[config.mk]
export PLATFORM = sky130hd
export DESIGN_NAME = regfile_dump_ctrl
export DESIGN_NICKNAME = d
export VERILOG_FILES = /design/src/rtl/regfile_dump_ctrl.sv
export SDC_FILE = /design/constraint.sdc
export NUM_CORES = 1
export LEC_CHECK = 0
export BUFFER_PORTS_ARGS = -buffer_cell sky130_fd_sc_hd__buf_4
export CORE_UTILIZATION = 40
export CTS_CLUSTER_SIZE = 25
export DETAILED_ROUTE_END_ITERATION = 10
export PLACE_DENSITY = 0.68
export SKIP_LAST_GASP = 1
export SYNTH_ARGS = -nofsm -noshare
export SYNTH_HDL_FRONTEND = slang
export SYNTH_SLANG_ARGS = --single-unit
[constraint.sdc]
create_clock -name clock -period 2.4 [get_ports clock]
set_clock_uncertainty 0.15 [all_clocks]
set_input_delay 0.24 -clock clock [delete_from_list [all_inputs] [get_ports clock]]
set_output_delay 0.24 -clock clock [all_outputs]
set_load 0.005 [all_outputs]
[src/rtl/regfile_dump_ctrl.sv]
// regfile_dump_ctrl
// Run/scan sequencer for the single-cycle processor and its register file.
// It lets the processor run for a programmed number of cycles and then
// freezes it. It then takes over regfile read port A and streams every
// register out over a valid/ready interface. This lets results be dumped
// on the board without any bench-side hijack of the read port.
//
// Ports:
//   clock          system clock, all state changes on the rising edge
//   reset          asynchronous, active-low
//   start          one-cycle pulse, accepted only in IDLE or DONE
//   num_cycles     cycle budget, sampled on an accepted start (0 = DEFAULT_CYCLES)
//   proc_readRegA  read-port-A index requested by the processor
//   ctrl_readRegA  index actually driven to regfile read port A
//   data_readRegA  regfile port A data (combinational from ctrl_readRegA)
//   proc_stall     1 = processor held (no PC advance, no regfile writes)
//   busy           1 while running or scanning
//   done           1 once the full dump has been delivered
//   cycle_count    unstalled cycles elapsed in the current run
//   dump_valid     dump beat valid
//   dump_ready     consumer accepts the beat
//   dump_reg       register index of the current beat
//   dump_data      register value of the current beat
//
// state     | meaning
// ----------+-----------------------------------------------------------
// IDLE      | after reset, processor stalled, waiting for start
// RUN       | processor unstalled, counting toward the budget
// SCAN_ADDR | scan index on read port A, capture data at the edge
// SCAN_OUT  | beat presented, hold until dump_valid & dump_ready
// DONE      | dump complete, processor stalled, start re-arms a run

module regfile_dump_ctrl #(
  parameter int CYCLE_W        = 8,
  parameter int DEFAULT_CYCLES = 255,
  parameter int NUM_REGS       = 32,
  parameter int REG_AW         = 5,
  parameter int DATA_W         = 32
) (
  input  logic               clock,
  input  logic               reset,
  input  logic               start,
  input  logic [CYCLE_W-1:0] num_cycles,
  input  logic [REG_AW-1:0]  proc_readRegA,
  output logic [REG_AW-1:0]  ctrl_readRegA,
  input  logic [DATA_W-1:0]  data_readRegA,
  output logic               proc_stall,
  output logic               busy,
  output logic               done,
  output logic [CYCLE_W-1:0] cycle_count,
  output logic               dump_valid,
  input  logic               dump_ready,
  output logic [REG_AW-1:0]  dump_reg,
  output logic [DATA_W-1:0]  dump_data
);

  typedef enum logic [2:0] {
    S_IDLE,
    S_RUN,
    S_SCAN_ADDR,
    S_SCAN_OUT,
    S_DONE
  } state_t;

  localparam logic [CYCLE_W-1:0] DEF_BUDGET = CYCLE_W'(DEFAULT_CYCLES);
  localparam logic [REG_AW-1:0]  LAST_IDX   = REG_AW'(NUM_REGS - 1);

  state_t             state;
  logic [CYCLE_W-1:0] budget;
  logic [REG_AW-1:0]  scan_idx;

  // Read port A belongs to the scanner only while a dump is in progress.
  always_comb begin
    ctrl_readRegA = proc_readRegA;
    if (state == S_SCAN_ADDR || state == S_SCAN_OUT)
      ctrl_readRegA = scan_idx;
  end

  always_ff @(posedge clock or negedge reset) begin
    if (!reset) begin
      state       <= S_IDLE;
      proc_stall  <= 1'b1;
      busy        <= 1'b0;
      done        <= 1'b0;
      cycle_count <= '0;
      budget      <= '0;
      scan_idx    <= '0;
      dump_valid  <= 1'b0;
      dump_reg    <= '0;
      dump_data   <= '0;
    end else begin
      case (state)
        S_IDLE, S_DONE: begin
          if (start) begin
            budget      <= (num_cycles == '0) ? DEF_BUDGET : num_cycles;
            cycle_count <= '0;
            proc_stall  <= 1'b0;
            busy        <= 1'b1;
            done        <= 1'b0;
            state       <= S_RUN;
          end
        end

        S_RUN: begin
          // The final increment leaves cycle_count equal to the budget,
          // so the processor sees exactly budget unstalled cycles.
          cycle_count <= cycle_count + CYCLE_W'(1);
          if (cycle_count == budget - CYCLE_W'(1)) begin
            proc_stall <= 1'b1;
            scan_idx   <= '0;
            state      <= S_SCAN_ADDR;
          end
        end

        S_SCAN_ADDR: begin
          dump_data  <= data_readRegA;
          dump_reg   <= scan_idx;
          dump_valid <= 1'b1;
          state      <= S_SCAN_OUT;
        end

        S_SCAN_OUT: begin
          if (dump_ready) begin
            dump_valid <= 1'b0;
            if (scan_idx == LAST_IDX) begin
              busy  <= 1'b0;
              done  <= 1'b1;
              state <= S_DONE;
            end else begin
              scan_idx <= scan_idx + REG_AW'(1);
              state    <= S_SCAN_ADDR;
            end
          end
        end

        default: begin
          proc_stall <= 1'b1;
          busy       <= 1'b0;
          done       <= 1'b0;
          dump_valid <= 1'b0;
          state      <= S_IDLE;
        end
      endcase
    end
  end

endmodule

==> flow_summary.json <==
{
  "min_from": "num_cycles[1]",
  "row_count": 31,
  "antenna_cells": 0,
  "clock-sinks": 65,
  "slew_headroom_pct": 45.9,
  "hpwl_um": 4750,
  "io_pins": 103,
  "dieArea_um2": 7920,
  "post-place-cells": 450,
  "power_mw": 5.56,
  "antenna_found_initial": 0,
  "synth_edf_count": 0,
  "regMostFlops": "dump_data",
  "vias": 2534,
  "htree_levels": 3,
  "setup_viol": 0,
  "cp-end-kind": "primary output",
  "critPathKind": "register to primary output",
  "min_to": "budget[1]",
  "initial_core_util_pct": 41.5,
  "dr.pass1.iters": 4,
  "start_kind": "register",
  "cts_root_buf": "clkbuf_8",
  "cts_tree": "done",
  "io_buffer_count": 102,
  "core_area_um2": 7290,
  "power_switching_mw": 1.87,
  "r2r_end": "scan_idx[2]",
  "clkPwrFrac_pct": 18.3,
  "final_common_cell": "buf_4",
  "drive_above_1_share_pct": 42.1,
  "synth_area_um2": 3030,
  "maxCapViolCount": 0,
  "die-height_um": 89.0,
  "grt_pass1_wl_um": 11000,
  "status": "finished clean",
  "drtIter0Drc": 122,
  "nets": 454,
  "clkTransAtPathRegs_ps": 70,
  "maxSlewViolCount": 0,
  "seq_area_frac_synth_pct": 53.7,
  "die_w_um": 89.0,
  "p_int_mw": 3.69,
  "vdd_drop_max_v": 0.000730,
  "ys_types": 45,
  "path_max_fanout": 9,
  "r2r_start": "budget[0]",
  "crit_chain": "nand2b_1, buf_4, mux2_2, buf_4",
  "cts_setup_buffers": 0,
  "crit_start": "state[2]",
  "final_cell_mix": "buf_4, dfrtp_1, mux2_2",
  "drc_errors": 0,
  "grt_util_all_layers_pct": 18.4,
  "r2r_cells": 8,
  "power_density_nw_per_um2": 1230,
  "critPathMostFrequentCell": "buf_4",
  "fin_crit_ps": 2260,
  "post_drt_wl_per_cell_um": 14.4,
  "min_path_type": "primary input to register",
  "tns_ps": 0,
  "worst-path-buf-inv": 2,
  "numCtsBuffers": 9,
  "largest_reg_flops": 32,
  "ys_warn_count": 0,
  "cp_slowest_cell": "dfrtp_1",
  "clk_latency_ps": 330,
  "fin_crit_sh_pct": 94.1,
  "crit_family": "flip-flops",
  "worstMarginPinSlew_ps": 812,
  "ctsLongestPathBuffers": 2,
  "finalNonFillerCells": 505,
  "yosysTopAreaCellShare_pct": 52.9,
  "ys_top_cells_by_area": "dfrtp_1, mux2_2, nand2_1",
  "crit_required_ps": 2010,
  "final_hold_viol_count": 0,
  "leakage_nw": 2.06,
  "postRouteAntennaNets": 0,
  "wirelength_um": 7290,
  "grt_pass1_vias": 2333,
  "gp_congestion": 0.910,
  "final_core_util_pct": 61.9,
  "design_area_um2": 4510,
  "slowest_delay_ps": 530,
  "avgSynthCellArea_um2": 11.9,
  "p_seq_share_pct": 37.7,
  "ff2ff_setup_slack_ps": 210,
  "synth_nets": 307,
  "gr-total-overflow": 0,
  "arrival_ps": 1870,
  "synth-main-ff-cell": "dfrtp_1",
  "ys_ff_latch": 65,
  "area_delta_synth_final_pct": 49.0,
  "synth_top_cell_by_area": "dfrtp_1",
  "grt_max_degree": 66,
  "place_area_um2": 3910,
  "sw_frac_of_total_pct": 33.7,
  "synth_cells": 254,
  "rsz0062_at_grt": "no",
  "synthArstFlopShare_pct": 100,
  "pwr-share-comb_pct": 44.0,
  "post_drt_via_cell_ratio": 5.02,
  "holdPathStages": 3,
  "reg.largest.list": "dump_data (32), budget (8), cycle_count (8)",
  "fmax_ghz": 0.443
}
## synth_stat cells (all sizes together), types with 2 or more instances
library cell / number
a22o: 2
a21o: 2
and3: 2
dfrtp: 64
mux2i: 2
nand2: 18
nor2: 17
o22a: 6
nand2b: 9
ha: 4
nor3: 5
a22oi: 3
o31ai: 2
nand4: 3
xnor2: 4
nand3: 6
inv: 3
nor4: 3
buf: 7
a31oi: 2
mux2: 42
and2: 2
xor2: 7
o21ai: 18
a21oi: 8
## final cells by class
| cell class | count | area [µm²] |
|---|---|---|
| inverter | 3 | 11.3 |
| clock buffer | 9 | 124 |
| tap | 99 | 124 |
| timing repair buffer | 144 | 1190 |
| clock inverter | 7 | 95.1 |
| fill | 579 | 2780 |
| multi-input combinational | 178 | 1340 |
| sequential | 65 | 1630 |
## power groups by stage
stage	Combinational [mW]	Sequential [mW]	Clock, mW
2_1_floorplan	1.39	2.03	0
3_3_place_gp	2.37	2.09	0
3_5_place_dp	2.41	2.11	0
4_1_cts	2.46	2.09	1.05
5_1_grt	2.69	2.18	1.09
6_report	2.45	2.09	1.02
## per-layer routing
metal	GRT usage (%)	up-vias	share of wire (%)
li1	-	1205	-
met1	23.6	1246	43
met2	30.3	72	50
met3	3.42	11	4.5
met4	8.51	0	1.9
met5	0	-	0
## how the worst max path moves through the flow
stage	endpoint	slack, ps	depth (start not counted)
finish	ctrl_readRegA[3]	140	4
detailed placement	scan_idx[2]	210	8
floorplan	scan_idx[3]	380	7
global placement	scan_idx[2]	250	8
CTS	ctrl_readRegA[3]	120	4
global route	scan_idx[3]	40	8
## repair_timing
item                      4_1_cts  5_1_grt
hold buffers                   39        0
hold endpoints to repair      102        0
gates resized for setup         0        0
## cell families after synthesis
kind of cell	count (synthesis)	share of synthesized area, %
compound gates	49	10.9
xor+xnor	11	3.18
fa+ha+maj	4	1.65
buf+inv	11	1.98
flops	65	53.7
mux	44	16.4
simple gates	70	12.2
## metrics by stage
step                      hold slack (ps)  setup slack, ps
after floorplan                      -206              377
after global placement                241              254
after detailed placement              245              206
after CTS                            23.9              120
after global routing                 39.1             42.2
final                                35.4              142
## worst reg2reg max path, cell delays in order, from the launching register on
cell and delay [ps]:
dfrtp_1 420, inv_1 110, ha_1 270, nor2_1 90
nand2b_1 150, a211oi_2 200, o21ai_1 120, nor3b_4 420
a31oi_1 140
Note: power is estimated with default switching activity, not from simulation.
